$ cat config.mk
export PLATFORM = sky130hd
export DESIGN_NAME = memory_request_arbiter
export DESIGN_NICKNAME = d
export VERILOG_FILES = /design/src/rtl/memory_request_arbiter_pkg.sv /design/src/rtl/memory_request_arbiter_round_robin_arbiter.sv /design/src/rtl/memory_request_arbiter.sv
export SDC_FILE = /design/constraint.sdc
export NUM_CORES = 1
export LEC_CHECK = 0
export BUFFER_PORTS_ARGS = -buffer_cell sky130_fd_sc_hd__clkbuf_2
export CAP_MARGIN = 10
export CORE_AREA = 3 3 295 297
export DETAILED_ROUTE_END_ITERATION = 16
export DIE_AREA = 0 0 298 300
export HOLD_SLACK_MARGIN = 0.12
export PLACE_DENSITY_LB_ADDON = 0.05
export SETUP_SLACK_MARGIN = 0.2
export SYNTH_ARGS = -nofsm -noshare
export SYNTH_HDL_FRONTEND = slang
export SYNTH_SLANG_ARGS = --single-unit
$ cat constraint.sdc
create_clock -name clock -period 4.5 [get_ports clock]
set_input_delay 0 -clock clock [delete_from_list [all_inputs] [get_ports clock]]
set_output_delay 0 -clock clock [all_outputs]
set_load 0.02 [all_outputs]
$ cat src/rtl/memory_request_arbiter_pkg.sv
// Shared constants and types for the memory request arbiter.
// The word width stands in for the system-wide TIA word width.
package memory_request_arbiter_pkg;

  localparam int TIA_WORD_WIDTH     = 32;
  localparam int DEFAULT_REQUESTERS = 4;
  localparam int DEFAULT_DEPTH      = 1024;

  // Host read acknowledge phase: idle, or the single cycle ack is shown.
  typedef enum logic {
    ACK_IDLE  = 1'b0,
    ACK_PHASE = 1'b1
  } host_ack_e;

  function automatic int wrap_inc(input int value, input int modulus);
    return (value + 1) % modulus;
  endfunction

endpackage

$ cat src/rtl/memory_request_arbiter_round_robin_arbiter.sv
// Combinational round-robin picker: grants the first request at or after pointer.
// The advance input allows a grant at all; the caller owns the pointer register.
module round_robin_arbiter #(
  parameter int N = 4,
  localparam int PW = (N > 1) ? $clog2(N) : 1
) (
  input  logic [N-1:0]  request,
  input  logic [PW-1:0] pointer,
  input  logic          advance,
  output logic [N-1:0]  grant,
  output logic          any_grant
);

  always_comb begin
    grant     = '0;
    any_grant = 1'b0;
    for (int k = 0; k < N; k++) begin
      for (int j = 0; j < N; j++) begin
        if (advance && !any_grant && request[j] && (j == (int'(pointer) + k) % N)) begin
          grant[j]  = 1'b1;
          any_grant = 1'b1;
        end
      end
    end
  end

endmodule

$ cat src/rtl/memory_request_arbiter.sv
// Shares one read port and one write port of a RAM among PE requesters and the host.
// state (host read) | meaning
// ACK_IDLE          | host read may be granted when requested
// ACK_PHASE         | host_read_ack shown for one cycle, data on host_read_data
module memory_request_arbiter
  import memory_request_arbiter_pkg::*;
#(
  parameter int NUM_REQUESTERS = DEFAULT_REQUESTERS,
  parameter int DEPTH          = DEFAULT_DEPTH,
  parameter int WIDTH          = TIA_WORD_WIDTH,
  localparam int IW = $clog2(DEPTH),
  localparam int PW = $clog2(NUM_REQUESTERS)
) (
  input  logic                                 clock,
  input  logic                                 reset,
  input  logic                                 enable,
  input  logic [NUM_REQUESTERS-1:0]            rd_req_valid,
  output logic [NUM_REQUESTERS-1:0]            rd_req_ready,
  input  logic [NUM_REQUESTERS-1:0][WIDTH-1:0] rd_req_index,
  output logic [NUM_REQUESTERS-1:0]            rd_resp_valid,
  input  logic [NUM_REQUESTERS-1:0]            rd_resp_ready,
  output logic [NUM_REQUESTERS-1:0][WIDTH-1:0] rd_resp_data,
  input  logic [NUM_REQUESTERS-1:0]            wr_req_valid,
  output logic [NUM_REQUESTERS-1:0]            wr_req_ready,
  input  logic [NUM_REQUESTERS-1:0][WIDTH-1:0] wr_req_index,
  input  logic [NUM_REQUESTERS-1:0][WIDTH-1:0] wr_req_data,
  input  logic                                 host_read_req,
  input  logic [WIDTH-1:0]                     host_read_index,
  output logic [WIDTH-1:0]                     host_read_data,
  output logic                                 host_read_ack,
  input  logic                                 host_write_req,
  input  logic [WIDTH-1:0]                     host_write_index,
  input  logic [WIDTH-1:0]                     host_write_data,
  output logic                                 host_write_ack,
  output logic                                 ram_read_enable,
  output logic [IW-1:0]                        ram_read_index,
  input  logic [WIDTH-1:0]                     ram_read_data,
  output logic                                 ram_write_enable,
  output logic [IW-1:0]                        ram_write_index,
  output logic [WIDTH-1:0]                     ram_write_data,
  output logic                                 quiescent
);

  logic                      go;
  logic                      host_rd_grant, host_wr_grant;
  logic [NUM_REQUESTERS-1:0] rd_eligible, rd_grant, wr_grant;
  logic                      rd_any, wr_any;
  logic [PW-1:0]             rd_ptr, wr_ptr, rd_ptr_next, wr_ptr_next, rd_id;
  logic                      inflight;
  logic [PW-1:0]             inflight_id;
  logic [NUM_REQUESTERS-1:0] buf_valid, loading, resp_valid;
  logic [NUM_REQUESTERS-1:0][WIDTH-1:0] buf_data;
  host_ack_e                 host_state;
  logic                      unused_index_bits;

  assign go            = enable && !reset;
  assign host_rd_grant = go && host_read_req && (host_state == ACK_IDLE);
  assign host_wr_grant = go && host_write_req;
  assign host_write_ack = host_wr_grant;
  assign host_read_data = ram_read_data;
  assign unused_index_bits = ^{rd_req_index, wr_req_index, host_read_index, host_write_index};

  // The response shows in the cycle the RAM data arrives, then stays buffered until drained.
  always_comb begin
    for (int i = 0; i < NUM_REQUESTERS; i++) begin
      loading[i]      = inflight && (inflight_id == PW'(i));
      resp_valid[i]   = buf_valid[i] || loading[i];
      rd_eligible[i]  = go && rd_req_valid[i] && (!resp_valid[i] || rd_resp_ready[i]);
      rd_resp_data[i] = loading[i] ? ram_read_data : buf_data[i];
    end
  end

  assign rd_resp_valid = resp_valid;

  round_robin_arbiter #(.N(NUM_REQUESTERS)) u_rd_arb (
    .request   (rd_eligible),
    .pointer   (rd_ptr),
    .advance   (go && !host_rd_grant),
    .grant     (rd_grant),
    .any_grant (rd_any)
  );

  round_robin_arbiter #(.N(NUM_REQUESTERS)) u_wr_arb (
    .request   (wr_req_valid),
    .pointer   (wr_ptr),
    .advance   (go && !host_wr_grant),
    .grant     (wr_grant),
    .any_grant (wr_any)
  );

  assign rd_req_ready     = rd_grant;
  assign wr_req_ready     = wr_grant;
  assign ram_read_enable  = host_rd_grant || rd_any;
  assign ram_write_enable = host_wr_grant || wr_any;

  always_comb begin
    ram_read_index  = host_read_index[IW-1:0];
    ram_write_index = host_write_index[IW-1:0];
    ram_write_data  = host_write_data;
    rd_ptr_next     = rd_ptr;
    wr_ptr_next     = wr_ptr;
    rd_id           = '0;
    for (int j = 0; j < NUM_REQUESTERS; j++) begin
      if (rd_grant[j]) begin
        ram_read_index = rd_req_index[j][IW-1:0];
        rd_ptr_next    = PW'(wrap_inc(j, NUM_REQUESTERS));
        rd_id          = PW'(j);
      end
      if (wr_grant[j]) begin
        ram_write_index = wr_req_index[j][IW-1:0];
        ram_write_data  = wr_req_data[j];
        wr_ptr_next     = PW'(wrap_inc(j, NUM_REQUESTERS));
      end
    end
  end

  always_ff @(posedge clock) begin
    if (reset) begin
      rd_ptr        <= '0;
      wr_ptr        <= '0;
      inflight      <= 1'b0;
      inflight_id   <= '0;
      buf_valid     <= '0;
      host_state    <= ACK_IDLE;
      host_read_ack <= 1'b0;
      quiescent     <= 1'b0;
    end else begin
      rd_ptr   <= rd_ptr_next;
      wr_ptr   <= wr_ptr_next;
      inflight <= rd_any;
      if (rd_any) inflight_id <= rd_id;
      for (int i = 0; i < NUM_REQUESTERS; i++) begin
        buf_valid[i] <= resp_valid[i] && !rd_resp_ready[i];
        if (loading[i]) buf_data[i] <= ram_read_data;
      end
      if (enable) begin
        host_state    <= host_rd_grant ? ACK_PHASE : ACK_IDLE;
        host_read_ack <= host_rd_grant;
        quiescent     <= !(|rd_req_valid) && !(|wr_req_valid) && !(|buf_valid) && !inflight;
      end
    end
  end

endmodule
Yosys cells after proc, flatten, opt, wreduce, memory -nomap -nowiden
Cells that the tools add are included.
{"block": "op_classes", "n_shift": 0, "n_eq_ne": 27, "n_bitwise": 7, "multipliers": 0, "n_lt_le_gt_ge": 0, "mux": 88, "div_mod_pow": 0, "n_reduce_logical": 196, "add_sub_neg": 6}
{"operator": "zero test 32 bit", "count": 8}
{"operator": "2-to-1 mux 32 bit", "count": 8}
{"operator": "logical AND 1 bit", "count": 119}
{"operator": "2-to-1 mux 10 bit", "count": 8}
{"operator": "2-to-1 mux 1 bit", "count": 64}
{"operator": "zero test 1 bit", "count": 45}
{"operator": "== test 3 bit (first input constant)", "count": 12}
{"operator": "== test 2 x 3 -> 1 bit (first input constant)", "count": 6}
{"operator": "2-to-1 mux 2 bit", "count": 8}
{"operator": "OR reduction 2 bit", "count": 8}
{"operator": "OR reduction 4 bit", "count": 3}
{"operator": "logical OR 1 bit", "count": 10}
{"operator": "adder 2 bit (second input constant)", "count": 4}
{"operator": "== test 2 bit (first input constant)", "count": 4}
{"operator": "bitwise AND 1 bit (first input constant)", "count": 6}
{"operator": "nonzero test 3 bit", "count": 2}
{"operator": "adder 2 x 1 -> 2 bit (second input constant)", "count": 2}
{"operator": "== test 1 x 2 -> 1 bit (first input constant)", "count": 2}
{"operator": "== test 2 bit (second input constant)", "count": 2}
{"operator": "== test 2 x 1 -> 1 bit (second input constant)", "count": 1}
{"operator": "zero test 2 bit", "count": 1}
{"operator": "inverter 1 bit", "count": 1}
{"block": "word_totals", "word_cells": 336, "reg_bits": 142, "output_inout_bits": 229, "in_bits": 529, "memories": 0, "mem_bits_ro": 0, "ramBits": 0, "latch_bits": 0}

Logic depth before layout (Yosys ltp)
{"block": "logic_depth", "word_depth": 85, "ltp_mapped": 10, "mapped_depth_nobuf": 8}

By module
A second synthesis with hierarchy kept.
{"block": "unflattened", "hier_cells": 765, "area_unflattened_um2": 8717.1}
{"mod": "memory_request_arbiter", "area_per_inst_um2": 8469.4, "seq_area_each_um2": 4103.9, "cells_each": 727, "n_inst": 1}
{"mod": "round_robin_arbiter", "area_per_inst_um2": 123.9, "seq_area_each_um2": 0.0, "cells_each": 19, "n_inst": 2}

Worst setup path before layout
No wires, ideal clock.
{"block": "synth_path", "kind": "input to output", "start": "input port reset", "end": "output port ram_write_index[2]", "setup_slack_ns": -0.252, "stages": 9, "t_arrival_ns": 4.752, "required_time_ns": 4.500, "cell_sequence": "buf_2 > inv_1 > nand2_1 > nor2_1 > and4_1 > clkbuf_1 > clkbuf_1 > a222oi_1 > o21ai_0"}
{"block": "synth_between", "elab_cells_between_ends": 101, "cone_classes": "mux (34); reduce/logical (67)"}
{"element": "from (decl)", "line_no": "memory_request_arbiter.sv:15", "text": "input logic reset,"}
{"element": "zero test 1 bit *", "line_no": "memory_request_arbiter.sv:56", "text": "assign go = enable && !reset;"}
{"element": "logical AND 1 bit *", "line_no": "memory_request_arbiter.sv:56"}
{"element": "logical AND 1 bit", "line_no": "memory_request_arbiter.sv:58", "text": "assign host_wr_grant = go && host_write_req;"}
{"element": "zero test 1 bit", "line_no": "memory_request_arbiter.sv:86", "text": ".advance (go && !host_wr_grant),"}
{"element": "logical AND 1 bit *", "line_no": "memory_request_arbiter.sv:86"}
{"element": "logical AND 1 bit (2 in a row)", "line_no": "memory_request_arbiter_round_robin_arbiter.sv:19", "text": "if (advance && !any_grant && request[j] && (j == (int'(pointer) + k) % N)) begin"}
{"element": "2-to-1 mux 1 bit", "line_no": "memory_request_arbiter_round_robin_arbiter.sv:19"}
{"element": "zero test 1 bit", "line_no": "memory_request_arbiter_round_robin_arbiter.sv:19"}
{"element": "[54 not listed]"}
{"element": "zero test 1 bit", "line_no": "memory_request_arbiter_round_robin_arbiter.sv:19"}
{"element": "logical AND 1 bit (3 in a row)", "line_no": "memory_request_arbiter_round_robin_arbiter.sv:19"}
{"element": "2-to-1 mux 1 bit", "line_no": "memory_request_arbiter_round_robin_arbiter.sv:19"}
{"element": "zero test 1 bit", "line_no": "memory_request_arbiter_round_robin_arbiter.sv:19"}
{"element": "logical AND 1 bit (3 in a row)", "line_no": "memory_request_arbiter_round_robin_arbiter.sv:19"}
{"element": "2-to-1 mux 1 bit *", "line_no": "memory_request_arbiter_round_robin_arbiter.sv:19"}
{"element": "net wr_req_ready[1]", "line_no": "memory_request_arbiter.sv:24", "text": "output logic [NUM_REQUESTERS-1:0] wr_req_ready,"}
{"element": "2-to-1 mux 10 bit * (3 in a row)", "line_no": "memory_request_arbiter.sv:109", "text": "if (wr_grant[j]) begin"}
{"element": "to (decl)", "line_no": "memory_request_arbiter.sv:39", "text": "output logic [IW-1:0] ram_write_index,"}
The timed path passes the listed nets; every way through them passes the cells marked *.

Final worst setup path
{"block": "layout_path", "start": "register inflight", "end": "register rd_ptr[1]"}
{"block": "layout_between", "elab_chain_cells": 84, "elab_cells_between_ends": 116, "cone_classes": "mux (32); reduce/logical (84)"}
{"element": "from (decl)", "line_no": "memory_request_arbiter.sv:49", "text": "logic inflight;"}
{"element": "from (signal assigned)", "line_no": "memory_request_arbiter.sv:130", "text": "inflight <= rd_any;"}
{"element": "logical AND 1 bit", "line_no": "memory_request_arbiter.sv:66", "text": "loading[i] = inflight && (inflight_id == PW'(i));"}
{"element": "logical OR 1 bit", "line_no": "memory_request_arbiter.sv:67", "text": "resp_valid[i] = buf_valid[i] || loading[i];"}
{"element": "zero test 1 bit", "line_no": "memory_request_arbiter.sv:68", "text": "rd_eligible[i] = go && rd_req_valid[i] && (!resp_valid[i] || rd_resp_ready[i]);"}
{"element": "logical OR 1 bit", "line_no": "memory_request_arbiter.sv:68"}
{"element": "logical AND 1 bit", "line_no": "memory_request_arbiter.sv:68"}
{"element": "logical AND 1 bit (2 in a row)", "line_no": "memory_request_arbiter_round_robin_arbiter.sv:19"}
{"element": "2-to-1 mux 1 bit", "line_no": "memory_request_arbiter_round_robin_arbiter.sv:19"}
{"element": "zero test 1 bit", "line_no": "memory_request_arbiter_round_robin_arbiter.sv:19"}
{"element": "[63 not listed]"}
{"element": "2-to-1 mux 1 bit", "line_no": "memory_request_arbiter_round_robin_arbiter.sv:19"}
{"element": "zero test 1 bit", "line_no": "memory_request_arbiter_round_robin_arbiter.sv:19"}
{"element": "logical AND 1 bit (3 in a row)", "line_no": "memory_request_arbiter_round_robin_arbiter.sv:19"}
{"element": "2-to-1 mux 1 bit", "line_no": "memory_request_arbiter_round_robin_arbiter.sv:19"}
{"element": "zero test 1 bit", "line_no": "memory_request_arbiter_round_robin_arbiter.sv:19"}
{"element": "logical AND 1 bit (3 in a row)", "line_no": "memory_request_arbiter_round_robin_arbiter.sv:19"}
{"element": "2-to-1 mux 1 bit", "line_no": "memory_request_arbiter_round_robin_arbiter.sv:19"}
{"element": "OR reduction 2 bit (no source line)"}
{"element": "to (signal assigned)", "line_no": "memory_request_arbiter.sv:128", "text": "rd_ptr <= rd_ptr_next;"}
{"element": "to (decl)", "line_no": "memory_request_arbiter.sv:48", "text": "logic [PW-1:0] rd_ptr, wr_ptr, rd_ptr_next, wr_ptr_next, rd_id;"}
Several ways; a longest one is shown, not always the timed one.
A chain may end at the register's enable or synchronous reset.

==> impl_metrics.tcl <==
set metrics [dict create \
    netlist_instances 662 \
    grt_usage 0.100 \
    finalNetCount 1730 \
    syn-cell-area_um2 8320 \
    cts_root_buffer "clkbuf_16" \
    max_cap_violations 0 \
    status "completed" \
    cts.sinks 141 \
    cp_common_cell "a211oi_2" \
    area_growth_pct 58.6 \
    gr-total-overflow 0 \
    fin_area_um2 13200 \
    multi_input_area_um2 3700 \
    io_buffers 537 \
    power_density_nw_per_um2 311 \
    setup_violations 0 \
    drive_gt1_frac 0.599 \
    r2r_setup_slack_ps 810 \
    yosys.cell_types.count 57 \
    rsz0062_at_grt "no" \
    drt_iter0_markers 591 \
    regArea_um2 4100 \
    critPathCapture "rd_ptr[1]$_SDFFE_PP0P_" \
    cts_tree "built" \
    use_met3 0.0375 \
    place.gp.congestion 0.793 \
    cp.required_ps 4910 \
    drc 0 \
    use_met1 0.120 \
    worstRegToRegCells 9 \
    start_kind "flop" \
    syn_nets 1191 \
    final_cell_mix "clkbuf_2, mux2_2, edfxtp_1, o21ai_0, dlygate4sd3_1" \
    clk_pin_slew_worst_paths_ps 60 \
    first_global_vias 8000 \
    path_cells "or4b_4, nand4_1, a211oi_2, a2111oi_0, and2_1, buf_4, nor2_1, a211oi_2, dlygate4sd3_1" \
    cts.path.max_buffers 2 \
    cp-startpoint "inflight$_SDFF_PP0_" \
    drt_pass1_iterations 12 \
    synth_edf_count 128 \
    finalCritPeriodShare 0.820 \
    slew_headroom 0.239 \
    avgViaCountPerCell 3.43 \
    cts-buffers-inserted 17 \
    die_y_um 300 \
    syn_area_per_cell_um2 12.6 \
    nFillCells 9621 \
    skew_ps 11.1 \
    htreeDepth 4 \
    dp_hpwl_mm 35.4 \
    setup_tns_ps 0 \
    hold-worst-slack_ps 199 \
    cp_slowest_cell "and2_1" \
    placed_cells 2274 \
    cts_setup_buffers 0 \
    chipWidth_um 298 \
    criticalPathCategory "flop to flop" \
    rows 107 \
    core_region_area_um2 84900 \
    dpl-instance-area_um2 12100 \
    cp-end-kind "flop" \
    p_leak_nw 5.64 \
    synth_ff_type "edfxtp_1" \
    finalWirelength_mm 46.9 \
    grt_antenna_before_repair 7 \
    grt_use_met2 0.167 \
    fin_total_pwr_w 0.00410 \
    arrival_ps 4100 \
    final_hold_viol_count 0 \
    worst_slew_pin_slew_ps 1140 \
    synth_seq_cells 141 \
    ios 758 \
    fmax_mhz 271 \
    start_util 0.0980 \
    yosysSeqAreaShare 0.493 \
    crit_fanout 24 \
    fin_crit_ps 3690 \
    grt_pass1_wl_mm 64.0 \
    r2r-end "rd_ptr[1]$_SDFFE_PP0P_" \
    synthArstFlopShare 0 \
    critical_path.max_stage_delay_ps 900 \
    yosys_warnings 0 \
    vias 8098 \
    dieArea_um2 89400 \
    hp-class "input port to flop" \
    report.final.slew_viol_count 0 \
    r2r_start "inflight$_SDFF_PP0_" \
    grt-busiest-layer "met2" \
    grt_max_degree 132 \
    min_delay_path_depth 5 \
    vdd_drop_max_v 0.000243 \
    layout_commonest_cell "clkbuf_2" \
    ant_nets 0 \
    worst_skew_pair.late_latency_ps 480 \
    fin_cells 2363 \
    post_drt_wl_per_cell_um 19.8 \
]
worst min-delay path by stage:
stage                         endpoint  slack, ps              from
2_1_floorplan  buf_valid[0]$_SDFF_PP0_         80  rd_resp_ready[0]
3_3_place_gp   buf_valid[2]$_SDFF_PP0_        200  rd_resp_ready[2]
3_5_place_dp   buf_valid[2]$_SDFF_PP0_        200  rd_resp_ready[2]
4_1_cts         rd_ptr[0]$_SDFFE_PP0P_        150   rd_req_valid[0]
5_1_grt         rd_ptr[0]$_SDFFE_PP0P_        220   rd_req_valid[0]
6_report        rd_ptr[0]$_SDFFE_PP0P_        200   rd_req_valid[0]
Yosys cell counts, types with 10 or more instances:
cell type / number / share of area
a211oi_1: 14 / 0.013
a221o_1: 10 / 0.012
a222oi_1: 42 / 0.051
buf_4: 33 / 0.030
clkbuf_1: 33 / 0.015
dfxtp_1: 13 / 0.031
edfxtp_1: 128 / 0.46
mux2_2: 129 / 0.17
mux2i_1: 43 / 0.052
nand2_1: 11 / 0.0050
nand3_1: 16 / 0.0096
nor2_1: 12 / 0.0054
o21ai_0: 56 / 0.034
o22a_1: 11 / 0.012
power breakdown:
part / total [W] / switching, W / leakage [nW] / internal (W)
combinational: 0.00109 / 0.000664 / 4.02 / 0.000429
clock: 0.00141 / 0.000650 / 0.262 / 0.000761
sequential: 0.00160 / 0.0000391 / 1.36 / 0.00156
total: 0.00410 / 0.00135 / 5.64 / 0.00275
timing repair:
action | CTS | global route
hold buffers | 52 | 0
gates resized for setup | 0 | 0
hold endpoints to repair | 137 | 0
critical path: cells and delay by family (launching register included):
family,cells,cell delay (ps)
AO/OA/AOI/OAI,3,620
flip-flops,1,570
buffers and inverters,2,800
AND/OR/NAND/NOR,4,1640
logic make-up (layout without fill, tap and decap cells):
logic type	count (synthesis)	count (layout)	synth area share
AO/OA/AOI/OAI	172	172	0.157
buffers and inverters	93	644	0.0644
multiplexers	172	172	0.226
flip-flops	141	141	0.493
other	0	6	0
AND/OR/NAND/NOR	84	84	0.0585
registers in the layout, summed over array words and instances, names as in the netlist:
name           flops
quiescent          1
rd_ptr             2
host_read_ack      1
inflight_id        2
buf_data         128
wr_ptr             2
buf_valid          4
inflight           1
routing by layer:
layer / vias to the layer above / routed length (um)
met5: - / 13
met4: 2 / 765
met3: 38 / 3700
met2: 305 / 23200
met1: 3987 / 19200
li1: 3766 / -
cell type report:
cell class | count | area share
clock inverter | 12 | 0.00872
tap | 1144 | 0.108
multi-input combinational | 428 | 0.281
sequential | 141 | 0.311
inverter | 9 | 0.00284
clock buffer | 19 | 0.0328
antenna | 6 | 0.00114
timing repair buffer | 604 | 0.254
per-stage QoR:
stage,utilization,setup WS [ps]
after floorplan,-,619
after global placement,0.143,1200
after detailed placement,0.143,1270
after CTS,0.155,694
after global routing,0.155,546
final,0.155,810
(Power assumes the default switching activity.)
